$ cat config.mk
export PLATFORM = sky130hd
export DESIGN_NAME = hit_judge_flat
export DESIGN_NICKNAME = d
export VERILOG_FILES = /design/src/rtl/hit_judge_if.sv /design/src/rtl/hit_judge.sv /design/src/flat_wrapper.sv
export SDC_FILE = /design/constraint.sdc
export NUM_CORES = 1
export LEC_CHECK = 0
export CAP_MARGIN = 10
export CORE_MARGIN = 2
export CORE_UTILIZATION = 47
export DETAILED_ROUTE_END_ITERATION = 8
export PLACE_DENSITY = 0.88
export SETUP_SLACK_MARGIN = 0.15
export SYNTH_ARGS = -nofsm -noshare
export SYNTH_HDL_FRONTEND = slang
export SYNTH_SLANG_ARGS = --single-unit
$ cat constraint.sdc
create_clock -name clk -period 4.6 [get_ports clk]
set_input_delay 1.15 -clock clk [delete_from_list [all_inputs] [get_ports clk]]
set_output_delay 1.15 -clock clk [all_outputs]
set_load 0.005 [all_outputs]
$ cat src/rtl/hit_judge_if.sv
// Bundle between the player-input/shifter side and the hit judge.
// master drives the bottom row, shift strobe and keys; slave returns pulses and game state.
interface hit_judge_if #(
    parameter int SCORE_W = 10
);
    logic               shift;
    logic [2:0]         bottom_lane;
    logic [3:0]         keys;
    logic               correct_input;
    logic               miss;
    logic               wrong;
    logic [SCORE_W-1:0] score;
    logic [2:0]         lives;
    logic [7:0]         combo;
    logic               game_over;

    modport master (
        output shift, bottom_lane, keys,
        input  correct_input, miss, wrong, score, lives, combo, game_over
    );

    modport slave (
        input  shift, bottom_lane, keys,
        output correct_input, miss, wrong, score, lives, combo, game_over
    );
endinterface

$ cat src/rtl/hit_judge.sv
// Judges the bottom tile row against lane key edges and keeps score, lives and game-over state.
// Optional COMBO_BONUS_EN: builds the combo counter and doubles hit points once the combo reaches COMBO_THRESH.
//
// state | meaning
// PLAY  | judging hits, wrong keys and misses
// OVER  | lives exhausted; outputs frozen until reset
module hit_judge #(
    parameter int SCORE_W      = 10,
    parameter int LIVES        = 3,
    parameter int COMBO_THRESH = 8
) (
    input  logic        clk,
    input  logic        reset,
    hit_judge_if.slave  bus
);
    typedef enum logic {PLAY, OVER} state_t;

    localparam logic [SCORE_W-1:0] SCORE_MAX = '1;

    state_t             state;
    logic [3:0]         keys_q;
    logic               hit_flag;
    logic [SCORE_W-1:0] score_q;
    logic [2:0]         lives_q;
    logic               correct_q;
    logic               miss_q;
    logic               wrong_q;
    logic               over_q;

    logic [3:0]         key_edge;
    logic [3:0]         lane_mask;
    logic               tile;
    logic               hit;
    logic               wrong_c;
    logic               miss_c;
    logic [2:0]         loss;
    logic [2:0]         lives_next;
    logic               bonus;
    logic [1:0]         add;
    logic [SCORE_W:0]   score_sum;
    logic [SCORE_W-1:0] score_next;

    assign key_edge = bus.keys & ~keys_q;

    always_comb begin
        lane_mask = 4'b0000;
        case (bus.bottom_lane)
            3'd1:    lane_mask = 4'b0001;
            3'd2:    lane_mask = 4'b0010;
            3'd3:    lane_mask = 4'b0100;
            3'd4:    lane_mask = 4'b1000;
            default: lane_mask = 4'b0000;
        endcase
    end

    assign tile    = (lane_mask != 4'b0000) && !hit_flag;
    assign hit     = tile && (key_edge == lane_mask);
    assign wrong_c = (key_edge != 4'b0000) && !hit;
    assign miss_c  = bus.shift && tile && !hit;

    // A wrong key and a miss in the same cycle each cost a life.
    assign loss       = {2'b00, wrong_c} + {2'b00, miss_c};
    assign lives_next = (lives_q > loss) ? (lives_q - loss) : 3'd0;

`ifdef COMBO_BONUS_EN
    logic [7:0] combo_q;

    assign bonus     = (combo_q >= 8'(COMBO_THRESH));
    assign bus.combo = combo_q;

    always_ff @(posedge clk) begin
        if (reset) begin
            combo_q <= 8'd0;
        end else if (state == PLAY) begin
            if (wrong_c || miss_c)
                combo_q <= 8'd0;
            else if (hit && combo_q != 8'hFF)
                combo_q <= combo_q + 8'd1;
        end
    end
`else
    logic unused_cfg;

    assign unused_cfg = ^COMBO_THRESH;
    assign bonus      = 1'b0;
    assign bus.combo  = 8'd0;
`endif

    assign add        = bonus ? 2'd2 : 2'd1;
    assign score_sum  = {1'b0, score_q} + {{(SCORE_W-1){1'b0}}, add};
    assign score_next = score_sum[SCORE_W] ? SCORE_MAX : score_sum[SCORE_W-1:0];

    always_ff @(posedge clk) begin
        if (reset) begin
            state     <= PLAY;
            keys_q    <= 4'b1111;
            hit_flag  <= 1'b0;
            score_q   <= '0;
            lives_q   <= 3'(LIVES);
            correct_q <= 1'b0;
            miss_q    <= 1'b0;
            wrong_q   <= 1'b0;
            over_q    <= 1'b0;
        end else begin
            keys_q    <= bus.keys;
            correct_q <= 1'b0;
            miss_q    <= 1'b0;
            wrong_q   <= 1'b0;
            case (state)
                PLAY: begin
                    correct_q <= hit;
                    miss_q    <= miss_c;
                    wrong_q   <= wrong_c;
                    if (hit)
                        score_q <= score_next;
                    lives_q <= lives_next;
                    // A shift starts a new row, so it wins over a same-cycle hit.
                    if (bus.shift)
                        hit_flag <= 1'b0;
                    else if (hit)
                        hit_flag <= 1'b1;
                    if (lives_next == 3'd0) begin
                        state  <= OVER;
                        over_q <= 1'b1;
                    end
                end
                OVER: begin
                    over_q <= 1'b1;
                end
                default: begin
                    state <= OVER;
                end
            endcase
        end
    end

    assign bus.correct_input = correct_q;
    assign bus.miss          = miss_q;
    assign bus.wrong         = wrong_q;
    assign bus.score         = score_q;
    assign bus.lives         = lives_q;
    assign bus.game_over     = over_q;
endmodule

$ cat src/flat_wrapper.sv
// flat-port wrapper written by rule: the top's interface ports become plain ports
module hit_judge_flat 
#(
    parameter int SCORE_W      = 10,
    parameter int LIVES        = 3,
    parameter int COMBO_THRESH = 8
)
  (clk, reset, bus_shift, bus_bottom_lane, bus_keys, bus_correct_input, bus_miss, bus_wrong, bus_score, bus_lives, bus_combo, bus_game_over);
  hit_judge_if #(.SCORE_W(SCORE_W)) bus_i ();
  input  logic clk;
  input  logic reset;
  input wire logic [$bits(bus_i.shift)-1:0] bus_shift;
  input wire logic [$bits(bus_i.bottom_lane)-1:0] bus_bottom_lane;
  input wire logic [$bits(bus_i.keys)-1:0] bus_keys;
  output wire logic [$bits(bus_i.correct_input)-1:0] bus_correct_input;
  output wire logic [$bits(bus_i.miss)-1:0] bus_miss;
  output wire logic [$bits(bus_i.wrong)-1:0] bus_wrong;
  output wire logic [$bits(bus_i.score)-1:0] bus_score;
  output wire logic [$bits(bus_i.lives)-1:0] bus_lives;
  output wire logic [$bits(bus_i.combo)-1:0] bus_combo;
  output wire logic [$bits(bus_i.game_over)-1:0] bus_game_over;
  assign bus_i.shift = bus_shift;
  assign bus_i.bottom_lane = bus_bottom_lane;
  assign bus_i.keys = bus_keys;
  assign bus_correct_input = bus_i.correct_input;
  assign bus_miss = bus_i.miss;
  assign bus_wrong = bus_i.wrong;
  assign bus_score = bus_i.score;
  assign bus_lives = bus_i.lives;
  assign bus_combo = bus_i.combo;
  assign bus_game_over = bus_i.game_over;
  hit_judge #(.SCORE_W(SCORE_W), .LIVES(LIVES), .COMBO_THRESH(COMBO_THRESH)) u_core (.clk(clk), .reset(reset), .bus(bus_i));
endmodule
# == Yosys cells after proc, flatten, opt, wreduce, memory -nomap -nowiden ==
# Index checks and enable logic that the tools add are counted.
# totals
regBits,23
in_bits,10
output_inout_bits,25
wordCells,45
# op_classes
add_sub_neg,3
n_lt_le_gt_ge,1
eq_ne,6
n_mux,9
bitwise_logic,3
n_reduce_logical,14
# ops
op,count
$pmux W4 S4,1
$add A10 B1 Y11 const B,1
$mux W10,1
$reduce_bool A4 Y1,2
$eq A3 B2 Y1 const B,2
$logic_and A1 B1 Y1,5
$mux W1,5
$and A4 B4 Y4,1
$eq A4 B4 Y1,1
$not A4 Y4,1
$reduce_and A2 Y1,2
$eq A3 B1 Y1 const B,1
$eq A3 B3 Y1 const B,1
$gt A3 B3 Y1,1
$logic_not A3 Y1,1
$mux W3,1
$sub A3 B3 Y3,1
$add A1 B1 Y2,1
$logic_not A1 Y1,2
$ne A2 B1 Y1 const B,1
$pmux W1 S2,1
$reduce_bool A2 Y1,1
$reduce_or A2 Y1,1
$not A1 Y1,1

# == Logic depth before layout (Yosys ltp) ==
# logic_depth
depth_word,13
ltp_mapped,13
mapped_depth_nobuf,13

# == Worst setup path after synthesis ==
# OpenSTA, ideal clock, no wires.
# synth_timing
kind,input port to flip-flop
startpoint,input port bus_bottom_lane[1]
endpoint,register u_core.over_q (netlist: u_core.bus.game_over)
setup_ps,114
arrival_time_ps,3791
required_ps,4486
path_slack_ps,695
path_stages,12
n_path_buf,0
path_cell_list,nand2b_1 > or3_1 > a2111oi_4 > and2_2 > nor2_1 > ha_1 > ha_1 > fa_1 > xnor2_1 > nand3_1 > a21oi_1 > a21o_1
# synth_between
elab_chain_len,12
elab_cells_between_ends,19
classes_between,add/sub (2); order compare (1); eq/ne (6); mux (2); reduce/logical (8)
# synth_lines
element,line_no,source
from (decl),flat_wrapper.sv:13,input wire logic [$bits(bus_i.bottom_lane)-1:0] bus_bottom_lane;
"$eq A3 B3 Y1, or another cell as far along",hit_judge.sv:47,case (bus.bottom_lane)
$pmux W4 S4 (*),hit_judge.sv:47,
$reduce_bool A4 Y1,hit_judge.sv:56,assign tile = (lane_mask != 4'b0000) && !hit_flag;
$logic_and A1 B1 Y1,hit_judge.sv:56,
$logic_and A1 B1 Y1,hit_judge.sv:57,assign hit = tile && (key_edge == lane_mask);
$logic_not A1 Y1,hit_judge.sv:59,assign miss_c = bus.shift && tile && !hit;
$logic_and A1 B1 Y1 (*),hit_judge.sv:59,
named net u_core.miss_c,hit_judge.sv:35,logic miss_c;
$add A1 B1 Y2 (*),hit_judge.sv:62,"assign loss = {2'b00, wrong_c} + {2'b00, miss_c};"
$sub A3 B3 Y3 or $gt A3 B3 Y1 (tied branches),hit_judge.sv:63,assign lives_next = (lives_q > loss) ? (lives_q - loss) : 3'd0;
$mux W3 (*),hit_judge.sv:63,
$logic_not A3 Y1 (*),hit_judge.sv:122,if (lives_next == 3'd0) begin
$ne A2 B1 Y1 (no source line) (*),--,
to (signal assigned),hit_judge.sv:103,over_q <= 1'b0;
to (signal assigned),hit_judge.sv:124,over_q <= 1'b1;
to (signal assigned),hit_judge.sv:128,over_q <= 1'b1;
to (decl),hit_judge.sv:28,logic over_q;
# The timed path passes the listed nets; every way through them passes the cells marked *.
# A chain may end at the register's enable or synchronous reset.

# == Worst setup path after layout ==
# Ends and elaborated chain as after synthesis.

==> results.yml <==
critical_path:
  reg2reg_slack_ns: 1.54
  required_ns: 4.87
  start_kind: "input pin"
  cp-end-kind: "flip-flop"
  path_class: "in2reg"
  arrival_ns: 4.46
  crit_slowest_cell: "clkdlybuf4s50_1"
  path_max_fanout: 6
  crit_top_cell: "ha_1"
  cp-startpoint: "bus_bottom_lane[1]"
  max_stage_delay_ns: 0.49
  path_cells: "clkdlybuf4s50_1, nand2b_1, or3_1, a2111oi_4, and2_2, nor2_1, ha_1, ha_1, fa_1, xnor2_1, nand3_1, a21oi_1, a21o_1"
  r2r-start: "u_core.keys_q[0]$_SDFF_PP1_"
sta:
  tns_ns: 0
  relSlewSlack_pct: 54.7
  tightest_slew_ns: 0.677
  hold_viol_final: 0
  slew_violations: 0
  period_needed_ns: 4.18
  final-setup-viol-count: 0
  fmax_mhz: 239
  min_period_over_period_pct: 91.0
  fin_skew_ns: 0.00435
  rsz0062_at_grt: "no"
die:
  start_util_pct: 48.5
  pin_count: 35
  dieArea_mm2: 0.00321
  rows: 19
  core_area_mm2: 0.00269
  die_h_um: 56.6
  fp.dieW_um: 56.6
drt:
  vias_per_cell: 5.76
  antenna_left: 0
  detail_route.wl_per_cell_um: 13.9
  first_pass_iters: 4
  vias: 1151
  wirelength_um: 2790
  drt_iter0_drc: 23
  drc: 0
power:
  p_sw_mw: 0.188
  seqPwrFrac_pct: 45.6
  cellPowerDensity_mw_per_mm2: 349
  power_frac_comb_pct: 36.9
  p_leak_nw: 0.622
  ir_drop_mv: 0.228
  p_sw_share_pct: 34.4
  pwr-share-clk_pct: 17.6
  p_int_mw: 0.359
synthesis:
  synth_xor_area_share_pct: 2.02
  netlist_area_mm2: 0.00130
  synth_top_family_by_area: "simple AND/OR/NAND/NOR gates"
  synthAdderAreaFrac_pct: 5.38
  avgSynthCellArea_um2: 9.05
  ys_ff_latch: 23
  ys_warn_count: 0
  synth_cells: 144
  synth_async_sr_flop_share_pct: 0
  ys.flop_type: "dfxtp_1"
  synthSimpleGateAreaFrac_pct: 25.4
  synth_edf_count: 0
  ys_seq_area_share_pct: 35.4
  muxShareOfSynthArea_pct: 0
  yosysUniqueCellTypes: 45
  synth_compound_area_share_pct: 21.4
global_route:
  grt_pass1_wl_um: 4760
  grt_max_degree: 20
  busiest_layer: "met2"
  antenna_found_initial: 0
  grt_use_met3_pct: 2.53
  grt_util_met2_pct: 33.2
  grtUsageTotal_pct: 18.6
  grt_pass1_vias: 1114
  use_met1_pct: 21.8
  gr-total-overflow: 0
cells_and_area:
  layout-drive-gt1-share_pct: 8.88
  area_growth_pct: 20.3
  final_cells: 200
  design_area_mm2: 0.00157
  insertedDiodeCount: 0
  fill_cells: 237
  post-route-util_pct: 58.3
  final_net_count: 185
run_status:
  outcome: "finished clean"
clocking:
  clock_latency_ns: 0.32
  clock-root-buffer: "clkbuf_4"
  numCtsBuffers: 3
  holdBufCountCts: 0
  cts_setup_buffers: 0
  clkTransAtPathRegs_ns: 0.12
  htreeDepth: 1
  cts_tree: "yes"
  ctsResizeCount: 0
  clock_path_buffers: 2
  clock_sinks: 23
placement:
  hpwl_um: 2080
  io_buffers: 26
  placedCellCount: 196
  gp_congestion: 0.852
  placed_area_mm2: 0.00154
worst_hold_path:
  hold_path.class: "reg2reg"
  min-delay-start: "u_core.bus.game_over$_SDFFE_PP0P_"
run:
  drv_cap: 0
## layout by cell type, fill, tap and decap left out, types with 2 or more instances in the layout
cell type	synthesis	routed
a41oi_1	2	2
a211oi_1	3	3
nand4_1	3	3
nor2_1	6	6
nor4_1	2	2
ha_1	4	4
nor2b_1	3	3
a31oi_1	6	6
clkdlybuf4s50_1	0	26
conb_1	1	8
clkbuf_4	0	3
and3_1	4	4
and3_2	2	2
inv_1	10	10
nor3b_1	2	2
nand2b_1	5	5
o21ai_0	3	3
nand2_1	6	6
nand3_1	3	3
a311oi_1	4	4
a21oi_1	5	5
o221ai_1	2	2
a221oi_1	2	2
and4_1	4	4
nor3_1	2	2
o21a_1	2	2
dfxtp_1	23	23
or2_2	5	5
xnor2_1	3	3
## power by group through the flow
stage          combinational [mW]  sequential [mW]  clock [mW]
2_1_floorplan               0.132            0.251           0
3_3_place_gp                0.189            0.252           0
3_5_place_dp                0.201            0.254           0
4_1_cts                     0.202            0.249      0.0976
5_1_grt                     0.224            0.252       0.106
6_report                    0.202            0.249      0.0962
## sequential cells by signal, summed over array words and instances, names as in the netlist
name	cells
u_core.bus.score	10
u_core.bus.miss	1
u_core.bus.game_over	1
u_core.bus.wrong	1
u_core.bus.correct_input	1
u_core.bus.lives	3
u_core.state	1
u_core.keys_q	4
u_core.hit_flag	1
## metal layers
metal / share of wire (%) / vias to the layer above
li1: - / 566
met1: 44 / 537
met2: 49 / 43
met3: 5.2 / 5
met4: 1.7 / 0
met5: 0 / -
## final timing paths
kind | end | cells after the start
hold reg to reg | u_core.bus.game_over$_SDFFE_PP0P_ | 1
setup / recovery | u_core.bus.game_over$_SDFFE_PP0P_ | 13
hold / removal | u_core.bus.game_over$_SDFFE_PP0P_ | 1
setup reg to reg | u_core.bus.game_over$_SDFFE_PP0P_ | 12
## worst max-delay path: cells and delay by family
kind / cells / cell delay, ns
AO/OA/AOI/OAI: 3 / 0.68
XOR/XNOR: 1 / 0.16
adder cells (fa/ha/maj): 3 / 0.98
AND/OR/NAND/NOR: 5 / 1.01
buffers and inverters: 1 / 0.49
## cells by family after synthesis
kind of cell / after synthesis
compound gates: 35
flops: 23
simple gates: 54
buf+inv: 23
other cells: 1
xor+xnor: 3
fa+ha+maj: 5
## cell usage after synthesis (4+ instances only)
cell type  number  area share (%)
a21oi_1         5             1.9
a311oi_1        4             2.7
a31oi_1         6             2.9
and3_1          4             1.9
and4_1          4             2.7
buf_4           8             4.6
dfxtp_1        23              35
ha_1            4             3.8
inv_1          10             2.9
nand2_1         6             1.7
nand2b_1        5             2.4
nor2_1          6             1.7
or2_2           5             2.4
## per-stage QoR
stage / hold WS (ns) / total power, mW / worst slack, ns
after floorplan: 0.451 / 0.383 / 0.695
after detailed placement: 0.445 / 0.454 / 0.107
final: 0.475 / 0.547 / 0.416
after global routing: 0.487 / 0.582 / 0.287
after global placement: 0.440 / 0.441 / 0.243
after CTS: 0.475 / 0.548 / 0.398
## layout make-up
cell class | instances | area [µm²] | area share, %
clock buffers | 4 | 26.3 | 1.68
inverters | 10 | 37.5 | 2.40
multi-input cells | 105 | 736 | 47.0
flip-flops and latches | 23 | 460 | 29.4
well taps | 31 | 38.8 | 2.48
repair buffers | 27 | 268 | 17.1
(Power assumes the default switching activity.)
